==> src/rtl/base_tempo_pkg.sv <==
// Shared types and defaults for the timebase counter (contador_base_tempo).
package base_tempo_pkg;
    localparam int BT_WIDTH       = 13;
    localparam int BT_DEFAULT_TOP = 4999;

    typedef enum logic [1:0] {
        IDLE   = 2'd0,
        RUN    = 2'd1,
        PAUSED = 2'd2
    } bt_state_t;
endpackage

==> src/rtl/contador_base_tempo_if.sv <==
// Control, period-update and count signals of the timebase counter.
// Optional NumCiclos output is present when BASE_TEMPO_NUM_CICLOS_EN is defined.
interface contador_base_tempo_if #(parameter int WIDTH = base_tempo_pkg::BT_WIDTH);
    logic             start;
    logic             pause;
    logic             stop;
    logic             cfg_valid;
    logic [WIDTH-1:0] cfg_top;
    logic             cfg_ready;
    logic [WIDTH-1:0] saida;
    logic             wrap;
    logic             running;
`ifdef BASE_TEMPO_NUM_CICLOS_EN
    logic [15:0]      num_ciclos;

    modport master (output start, pause, stop, cfg_valid, cfg_top,
                    input  cfg_ready, saida, wrap, running, num_ciclos);
    modport slave  (input  start, pause, stop, cfg_valid, cfg_top,
                    output cfg_ready, saida, wrap, running, num_ciclos);
`else
    modport master (output start, pause, stop, cfg_valid, cfg_top,
                    input  cfg_ready, saida, wrap, running);
    modport slave  (input  start, pause, stop, cfg_valid, cfg_top,
                    output cfg_ready, saida, wrap, running);
`endif
endinterface

==> src/rtl/base_tempo_cfg.sv <==
// Top-value register with a one-deep shadow so period changes land only on a wrap
// (or immediately when the counter is not running).
module base_tempo_cfg
    import base_tempo_pkg::*;
#(
    parameter int WIDTH       = BT_WIDTH,
    parameter int DEFAULT_TOP = BT_DEFAULT_TOP
) (
    input  logic             clk,
    input  logic             rst,
    input  logic             cfg_valid,
    input  logic [WIDTH-1:0] cfg_top,
    input  logic             direct,
    input  logic             wrap_evt,
    input  logic             apply_now,
    output logic [WIDTH-1:0] top,
    output logic             cfg_ready
);
    logic [WIDTH-1:0] pend;
    logic             pend_full;
    logic             accept;

    assign cfg_ready = !pend_full;
    assign accept    = cfg_valid && cfg_ready;

    // accept implies the shadow is empty, so the branches never compete
    always_ff @(negedge clk) begin
        if (rst) begin
            top       <= WIDTH'(DEFAULT_TOP);
            pend      <= '0;
            pend_full <= 1'b0;
        end else if (accept && direct) begin
            top <= cfg_top;
        end else if (accept) begin
            pend      <= cfg_top;
            pend_full <= 1'b1;
        end else if (pend_full && (wrap_evt || apply_now)) begin
            top       <= pend;
            pend_full <= 1'b0;
        end
    end
endmodule

==> src/rtl/contador_base_tempo.sv <==
// Programmable free-running timebase with run/pause/stop and shadowed period updates.
// Define BASE_TEMPO_NUM_CICLOS_EN to add the saturating wrap counter num_ciclos.
module contador_base_tempo
    import base_tempo_pkg::*;
#(
    parameter int WIDTH       = BT_WIDTH,
    parameter int DEFAULT_TOP = BT_DEFAULT_TOP
) (
    input  logic                        clk,
    input  logic                        rst,
    contador_base_tempo_if.slave        bus
);
    bt_state_t        state;
    logic [WIDTH-1:0] saida;
    logic [WIDTH-1:0] top;
    logic             running;
    logic             wrap;
    logic             wrap_evt;
    logic             apply_now;
    logic             direct;

    assign wrap      = (state == RUN) && (saida == top);
    // the count only actually rolls over when the edge is not a stop/pause
    assign wrap_evt  = wrap && !bus.stop && !bus.pause;
    assign apply_now = bus.stop || (bus.pause && state == RUN);
    assign direct    = (state != RUN) || apply_now;

    base_tempo_cfg #(.WIDTH(WIDTH), .DEFAULT_TOP(DEFAULT_TOP)) u_cfg (
        .clk       (clk),
        .rst       (rst),
        .cfg_valid (bus.cfg_valid),
        .cfg_top   (bus.cfg_top),
        .direct    (direct),
        .wrap_evt  (wrap_evt),
        .apply_now (apply_now),
        .top       (top),
        .cfg_ready (bus.cfg_ready)
    );

    always_ff @(negedge clk) begin
        if (rst) begin
            state   <= IDLE;
            saida   <= '0;
            running <= 1'b0;
        end else if (bus.stop) begin
            state   <= IDLE;
            saida   <= '0;
            running <= 1'b0;
        end else begin
            case (state)
                RUN: begin
                    if (bus.pause) begin
                        state   <= PAUSED;
                        running <= 1'b0;
                    end else begin
                        saida <= wrap ? '0 : saida + 1'b1;
                    end
                end
                IDLE, PAUSED: begin
                    if (bus.start && !bus.pause) begin
                        state   <= RUN;
                        running <= 1'b1;
                    end
                end
                default: begin
                    state   <= IDLE;
                    running <= 1'b0;
                end
            endcase
        end
    end

    assign bus.saida   = saida;
    assign bus.wrap    = wrap;
    assign bus.running = running;

`ifdef BASE_TEMPO_NUM_CICLOS_EN
    logic [15:0] num_ciclos;

    always_ff @(negedge clk) begin
        if (rst || bus.stop)
            num_ciclos <= '0;
        else if (wrap && num_ciclos != 16'hFFFF)
            num_ciclos <= num_ciclos + 16'd1;
    end

    assign bus.num_ciclos = num_ciclos;
`endif
endmodule

==> src/flat_wrapper.sv <==
// flat-port wrapper written by rule: the top's interface ports become plain ports
module contador_base_tempo_flat import base_tempo_pkg::*;
#(
    parameter int WIDTH       = BT_WIDTH,
    parameter int DEFAULT_TOP = BT_DEFAULT_TOP
)
  (clk, rst, bus_start, bus_pause, bus_stop, bus_cfg_valid, bus_cfg_top, bus_cfg_ready, bus_saida, bus_wrap, bus_running);
  contador_base_tempo_if #(.WIDTH(WIDTH)) bus_i ();
  input  logic clk;
  input  logic rst;
  input wire logic [$bits(bus_i.start)-1:0] bus_start;
  input wire logic [$bits(bus_i.pause)-1:0] bus_pause;
  input wire logic [$bits(bus_i.stop)-1:0] bus_stop;
  input wire logic [$bits(bus_i.cfg_valid)-1:0] bus_cfg_valid;
  input wire logic [$bits(bus_i.cfg_top)-1:0] bus_cfg_top;
  output wire logic [$bits(bus_i.cfg_ready)-1:0] bus_cfg_ready;
  output wire logic [$bits(bus_i.saida)-1:0] bus_saida;
  output wire logic [$bits(bus_i.wrap)-1:0] bus_wrap;
  output wire logic [$bits(bus_i.running)-1:0] bus_running;
  assign bus_i.start = bus_start;
  assign bus_i.pause = bus_pause;
  assign bus_i.stop = bus_stop;
  assign bus_i.cfg_valid = bus_cfg_valid;
  assign bus_i.cfg_top = bus_cfg_top;
  assign bus_cfg_ready = bus_i.cfg_ready;
  assign bus_saida = bus_i.saida;
  assign bus_wrap = bus_i.wrap;
  assign bus_running = bus_i.running;
  contador_base_tempo #(.WIDTH(WIDTH), .DEFAULT_TOP(DEFAULT_TOP)) u_core (.clk(clk), .rst(rst), .bus(bus_i));
endmodule
==> config.mk <==
export PLATFORM = sky130hd
export DESIGN_NAME = contador_base_tempo_flat
export DESIGN_NICKNAME = d
export VERILOG_FILES = /design/src/rtl/base_tempo_pkg.sv /design/src/rtl/contador_base_tempo_if.sv /design/src/rtl/base_tempo_cfg.sv /design/src/rtl/contador_base_tempo.sv /design/src/flat_wrapper.sv
export SDC_FILE = /design/constraint.sdc
export NUM_CORES = 1
export LEC_CHECK = 0
export ABC_CLOCK_PERIOD_IN_PS = 1830
export CORE_MARGIN = 5
export CORE_UTILIZATION = 36
export DETAILED_ROUTE_END_ITERATION = 16
export DONT_BUFFER_PORTS = 1
export PLACE_DENSITY_LB_ADDON = 0.12
export SYNTH_ARGS = -nofsm -noshare
export SYNTH_HDL_FRONTEND = slang
export SYNTH_SLANG_ARGS = --single-unit
==> constraint.sdc <==
create_clock -name clk -period 1.83 [get_ports clk]
set_input_delay 0.366 -clock clk [delete_from_list [all_inputs] [get_ports clk]]
set_output_delay 0.366 -clock clk [all_outputs]
set_load 0.005 [all_outputs]
# Word level (Yosys, flattened, before mapping)
# Cells that the tools add are included.
op_classes:
  n_addsub: 1
  multipliers: 0
  div_mod_pow: 0
  n_lt_le_gt_ge: 0
  n_eq_ne: 7
  shifts: 0
  n_mux: 12
  bitwise_logic: 2
  reduce_logical: 24
op_table:
  columns: ["cell", "n"]
  rows:
  - ["two-way mux 13 bit", 4]
  - ["adder 13 x 1 -> 13 bit, second input constant", 1]
  - ["== test 13 bit", 1]
  - ["AND reduction 2 bit", 5]
  - ["logical AND 1 bit", 8]
  - ["inequality test 2 x 1 -> 1 bit, second input constant", 3]
  - ["two-way mux 1 bit", 4]
  - ["two-way mux 2 bit", 2]
  - ["one-hot mux 2 bit (2 select lines)", 1]
  - ["nonzero test 2 bit", 2]
  - ["OR reduction 2 bit", 2]
  - ["zero test 1 bit", 3]
  - ["logical OR 1 bit", 3]
  - ["== test 2 x 1 -> 1 bit, second input constant", 1]
  - ["== test 2 bit, second input constant", 1]
  - ["zero test 2 bit", 1]
  - ["inequality test 2 bit, second input constant", 1]
  - ["NOT 1 bit", 2]
  - ["one-hot mux 1 bit (2 select lines)", 1]
word_totals:
  register_bits: 43
  latch_bits: 0
  ramBits: 0
  rom_bits: 0
  in_bits: 19
  wordCells: 52
  mem_count: 0

# Longest topological paths before layout
logic_depth:
  word_depth: 9
  mapped_depth: 7
  ltp_nobuf: 6

# Hierarchy
# A second synthesis with hierarchy kept.
hier_totals:
  hier_cells: 236
  area_unflattened_um2: 1994.4
by_module_without_submodules:
  columns: ["module", "instances", "cells_per_inst", "area_per_inst_um2", "seq_area_each_um2"]
  rows:
  - ["base_tempo_cfg", 1, 128, 1076.0, 540.5]
  - ["contador_base_tempo", 1, 108, 918.4, 320.3]

==> out/metrics.cfg <==
[final_layout]
finalNetCount=330
drive_above_1_share=0.395
syn_to_final_growth_pct=49.9
stdcell_area_sq_mm=0.00320
fin_cells=386
antenna_cells=0

[die]
num_rows=28
die_w_microns=87.0
core_area_sq_mm=0.00585
die_area_sq_mm=0.00757
ios=35
fp.dieH_microns=87.0
start_util=0.365

[cts]
root_buffer=clkbuf_8
cts_made_buffers=5
max-clock-path-buffers=2
clkSinkCount=43
hold_buffers=0
cts_tree=done
clkTransAtPathRegs_ns=0.04
clk_latency_ns=0.37
htreeDepth=2

[sta]
setup_viol=56
tightestPinTransition_ns=0.320
skew_ns=0.0208
rsz0062_at_grt=true
max_slew_margin=0.785
final.setup.worst_slack_ns=-0.878
finalHoldViolCount=0
drv_slew=0

[global_route]
antenna_found_initial=0
grt_overflow_total=0
grt_max_degree=42
grt_usage=0.152
grt_pass1_wl_microns=8860
grt_pass1_vias=1919

[yosys]
synth_nets=248
async_reset_ff_frac=0
synth-compound-area-share=0.0657
synth_cells=228
netlist_area_sq_mm=0.00213
yosys.area.top_type=dfxtp_1
avgSynthCellArea_sq_um=9.36
synth_ff_type=dfxtp_1
synth_edf_count=0
yosys_warnings=0
ys_top_cells_by_area=dfxtp_1, mux2i_1, xor2_1, nor2_1, nor2b_1
ys_seq_area_frac=0.404
yosysTopAreaCellShare=0.404
synth-xor-area-share=0.0944
ys_types=37
synth-adder-area-share=0.00587
synth_mux_area_frac=0.159
synth-simple-area-share=0.235
synth-seq-cells=43
synth_top_family_by_area=simple AND/OR/NAND/NOR gates

[status]
violations=setup timing
outcome=finished with violations

[critical_path]
slowest_stage=dfxtp_4
crit_required_ns=1.46
r2r_setup_slack_ns=-0.25
r2r_start=u_core.bus.saida[4]
path_cells=xor2_2, nor4_4, nand4_4, inv_2
worst-path-max-fanout=2
crit_arrival_ns=2.34
crit_path_start_kind=register
endpoint_kind=primary output
critical_path_class=register to primary output
reg2reg_to=u_core.u_cfg.top[5]
cpPeakStageDelay_ns=0.35
r2r_cells=7

[power]
power_switching_uw=695
p_comb_frac=0.092
p_sw_frac=0.301
power_leakage_nw=1.53
powerDensity_mw_per_mm2=722
seq_power_share=0.426
clkPwrFrac=0.482
peakVddDrop_v=0.000491
intPower_mw=1.61

[flow_run]
cap_violations=0

[placed_design]
portBuffers=0
dp_hpwl_microns=3440
dpl_cell_area_sq_mm=0.00245
place_congestion=0.736
place_inst=323

[routing]
antenna_left=0
viasPerCell=4.86
dr.pass1.iters=4
drc_errors=0
drt_iter0_drc=80
wl_microns=5700
wl_per_cell_microns=14.8
routed-via-count=1876

[worst_hold_path]
hp-class=register to register
worstHoldStart=u_core.u_cfg.pend[5]
whs_endpoint=u_core.u_cfg.pend[5]
hold_depth=2

Yosys cell counts, types with 2 or more instances:
cell type	number
nor2_1	45
dfxtp_1	43
mux2i_1	26
xor2_1	20
nor2b_1	15
nand2_1	14
a211oi_1	8
a21oi_1	5
buf_2	5
and3_1	4
clkbuf_1	4
inv_1	3
mux2_2	3
mux2_4	3
nand4_1	3
xnor2_1	3
nand3b_1	2
nor4_2	2
o22ai_1	2
cells by family after synthesis:
logic type	Yosys count
xor+xnor	23
mux	32
fa+ha+maj	1
buf+inv	14
compound gates	19
flops	43
simple gates	96
power groups by stage:
stage | logic [mW] | registers (mW) | clock network [mW]
2_1_floorplan | 0.128 | 0.992 | 0.147
3_5_place_dp | 0.144 | 0.997 | 0.147
6_report | 0.212 | 0.983 | 1.11
4_1_cts | 0.203 | 0.984 | 1.16
3_3_place_gp | 0.142 | 0.997 | 0.147
5_1_grt | 0.227 | 0.982 | 1.29
cells in the final DEF (no fill, tap or decap), drive strengths merged:
master / instances
nand4: 4
o31ai: 1
clkinvlp: 1
o21bai: 1
inv: 46
ha: 1
nor2: 45
nand2: 14
bufinv: 1
mux2i: 26
or2b: 1
nand3b: 2
mux2: 6
buf: 44
nor4: 3
or2: 1
a21oi: 5
o21a: 1
xnor2: 3
dfxtp: 43
a211oi: 8
nor3: 1
a31oi: 1
clkbuf: 5
nor2b: 15
xor2: 20
nand4b: 1
nand3: 1
or3b: 1
o22ai: 2
nor3b: 1
nand2b: 1
and3: 5
how the worst max path moves through the flow:
stage	endpoint	startpoint	slack, ns	cells past startpoint
5_1_grt	bus_wrap	u_core.bus.saida[7]	-0.96	4
4_1_cts	bus_wrap	u_core.u_cfg.top[2]	-0.90	4
6_report	bus_wrap	u_core.bus.saida[4]	-0.88	4
2_1_floorplan	u_core.u_cfg.top[6]	bus_pause	-0.81	7
3_3_place_gp	u_core.u_cfg.top[7]	bus_pause	-0.75	5
3_5_place_dp	u_core.u_cfg.top[3]	bus_pause	-0.80	6
per-layer routing:
layer	GRT usage	vias up	wire (microns)
met5	0	-	0
met4	0.0864	0	82
met3	0.0662	9	415
met2	0.220	49	2640
met1	0.188	883	2560
li1	-	935	-
registers in the layout, indices dropped and copies added, names as in the netlist:
| register | flops |
|---|---|
| u_core.u_cfg.pend | 13 |
| u_core.u_cfg.top | 13 |
| u_core.u_cfg.pend_full | 1 |
| u_core.state | 2 |
| u_core.bus.running | 1 |
| u_core.bus.saida | 13 |
layout make-up:
cell class | instances | area (sq um)
fill | 545 | 2650
multi-input combinational | 171 | 1420
sequential | 43 | 885
timing repair buffer | 44 | 514
clock inverter | 46 | 203
tap | 75 | 93.8
clock buffer | 5 | 68.8
inverter | 2 | 10.0
through the flow:
| stage | TNS (ns) | power, mW | utilization | worst slack [ns] | hold WS, ns |
|---|---|---|---|---|---|
| detailed placement | -26.05 | 1.29 | 0.419 | -0.796 | 0.475 |
| global placement | -25.15 | 1.29 | 0.419 | -0.749 | 0.469 |
| floorplan | -22.87 | 1.27 | - | -0.806 | 0.455 |
| global route | -16.32 | 2.50 | 0.546 | -0.958 | 0.514 |
| finish | -15.16 | 2.31 | 0.546 | -0.878 | 0.491 |
| CTS | -15.05 | 2.35 | 0.525 | -0.897 | 0.493 |
worst max-delay path: cells and delay by family, from the launching register on:
family,cells,cell delay [ns]
buffers and inverters,1,0.08
and+or+nand+nor,2,0.46
DFF,1,0.35
xor gates and xnor gates,1,0.18
repair_timing:
action	CTS	global route
gates resized for setup	65	28
setup buffers	4	4
cloned	5	0
setup endpoints to repair	53	54
pin swaps	13	10
Power figures use the tool's default switching activity.
==> variant (same flow settings) <==
`BT_WIDTH`: 13 -> 26.
--- a/src/rtl/base_tempo_pkg.sv
+++ b/src/rtl/base_tempo_pkg.sv
@@ -1,5 +1,5 @@
 // Shared types and defaults for the timebase counter (contador_base_tempo).
 package base_tempo_pkg;
-    localparam int BT_WIDTH       = 13;
+    localparam int BT_WIDTH       = 26;
     localparam int BT_DEFAULT_TOP = 4999;
 
Interface: changed (resized bus_cfg_top and bus_saida); port bits go from 35 to 61. The function was not compared with the original's and may differ.
==> variant against the original RTL <==
- the run still ends with setup timing left
- sequential cell count rose by 39
- final cell count increased by 95%
- design area is 100% higher
- area after synthesis grew 94%
- worst setup slack got worse by 210 ps
- clock skew up 2.5 ps
- routed wire length is 120% higher
- power increased by 110%
- critical path type unchanged
- highest routed layer unchanged
==> variant: results (changes against the original RTL) <==
| Metric | Value |
|---|---|
| Hold Path Sink | u_core.u_cfg.pend[19]$_SDFFE_NP0P_ |
| R2R Path End | u_core.u_cfg.top[20]$_SDFFE_NP0P_ |
| Fin Setup TNS | -32020 ps (-16870 ps) |
| Vias/cell | 4.91 (+1.1%) |
| H-tree depth | 3 (+1) |
| Share of layout cells above drive strength 1 | 40.1% (+0.58 points) |
| First-pass GRT wire length | 19000 um (+110%) |
| Synth cell count leaders | dfxtp_1 (82), nand2_1 (62), nor2_1 (61) |
| Largest net degree at the start of global routing | 83 (+98%) |
| Worst-Skew Late Latency | 410 ps (+40 ps) |
| Worst hold path startpoint | u_core.u_cfg.pend[19]$_SDFFE_NP0P_ |
| Synth cell types | 41 (+11%) |
| Crit-path slowest cell | nor4_4 |
| Synth Area in XOR/XNOR | 10.6% (+1.1 points) |
| TritonCTS buffer count | 9 (+4) |
| VDD IR max | 0.443 mV (-9.7%) |
| Synth Instances | 464 (+100%) |
| R2R depth | 8 (+1) |
| First drt pass iteration count | 4 (unchanged) |
| RePlAce Congestion | 0.798 (+8.4%) |
| Clock power frac | 54.5% (+6.3 points) |
| Post-synthesis mux area share | 14.5% (-1.4 points) |
| HPWL Detailed | 7470 um (+120%) |
| Synth Area in Compound Gates | 5.38% (-1.2 points) |
| Worst EP arrival | 2550 ps (+210 ps) |
| Vias in the first global route | 3885 (+100%) |
| Routed wire per std cell | 16.4 um (+11%) |
| Hold WS | 458 ps (-33.2 ps) |
| Leak | 0.00287 uW (+88%) |
| Power consumption | 4850 uW (+110%) |
| Port Buffers | 0 (unchanged) |
| Synth Area in Adders | 0.302% (-0.28 points) |
| Drt first-iter violations | 183 (+130%) |
| Leading registers by flop count | u_core.bus.saida x26, u_core.u_cfg.pend x26, u_core.u_cfg.top x26 |
| Final setup viols | 105 (+88%) |
| DP Worst Slack | -773 ps (+23.5 ps) |
| Clock skew | 23.3 ps (+2.48 ps) |
| GRT Total Usage | 17.9% (+2.7 points) |
| Post-Place Cells | 640 (+98%) |
| Outcome | finished with violations |
| Comb power | 350 uW (+65%) |
| Failing checks | setup timing |
| Post-synthesis sequential area ratio | 39.6% (-0.71 points) |
| Layout Cells excl Fill | 751 (+95%) |
| Post-DP Area | 0.00481 sq mm (+96%) |
| Area share of the largest cell type after synthesis | 39.6% (-0.71 points) |
| Sw Pwr | 1400 uW (+100%) |
| Worst relative slew slack | 58.5% (-20 points) |
| Final WS setup | -1090 ps (-207 ps) |
| Net Count, Synth | 497 (+100%) |
| FF-to-FF Start | u_core.bus.saida[7]$_SDFFE_NP0P_ |
| Async SR Flop Fraction | 0% (unchanged) |
| Root Buffer | clkbuf_16 |
| Cell family contributing the most delay on the critical path | simple AND/OR/NAND/NOR gates |
| Area contributors post-synth | dfxtp_1 (40%), mux2i_1 (6.3%), xor2_1 (5.9%) |
| Critical Path Max Stage Delay | 320 ps (-30 ps) |
==> variant: what timing repair did <==
action | in CTS | in global routing
gates cloned | 4 | 4
endpoints found under the hold margin | 0 | 0
setup buffers | 6 | 6
gates resized for setup | 105 | 102
setup endpoints to repair | 106 | 107
pin swaps | 19 | 26
==> variant: cell type report <==
type	count	area [sq um]
inverter	7	26.3
sequential	82	1690
tap	143	179
timing repair buffer	75	943
multi-input combinational	348	2940
clock inverter	87	384
fill	1015	4980
clock buffer	9	225
==> variant: worst max path at each step <==
stage                                       from                                 to  slack, ps  depth (start not counted)
2_1_floorplan                          bus_pause  u_core.u_cfg.top[23]$_SDFFE_NP0P_       -880                          8
3_3_place_gp                           bus_pause  u_core.u_cfg.top[17]$_SDFFE_NP0P_       -790                          6
3_5_place_dp                           bus_pause   u_core.u_cfg.top[5]$_SDFFE_NP0P_       -770                          6
4_1_cts        u_core.u_cfg.top[24]$_SDFFE_NP0P_                           bus_wrap      -1100                          4
5_1_grt        u_core.u_cfg.top[23]$_SDFFE_NP0P_                           bus_wrap      -1190                          4
6_report            u_core.state[1]$_SDFFE_NP0P_                           bus_wrap      -1090                          4
==> variant: cell families after synthesis <==
kind of cell / after synthesis
simple gates: 207
fa+ha+maj: 1
mux: 52
flops: 82
compound gates: 38
xor+xnor: 50
buf+inv: 34
==> variant: worst min-delay path: cells and delay by family (launching register included) <==
family / cells / cell delay, ps
compound gates: 1 / 40
simple gates: 1 / 60
flops: 1 / 320
==> variant: metal layers <==
| layer | track usage, % | share of wire [%] | vias to the layer above |
|---|---|---|---|
| li1 | - | - | 1858 |
| met1 | 21.6 | 44 | 1738 |
| met2 | 26.8 | 49 | 81 |
| met3 | 9.36 | 6.8 | 12 |
| met4 | 7.34 | 0.73 | 0 |
| met5 | 0 | 0 | - |
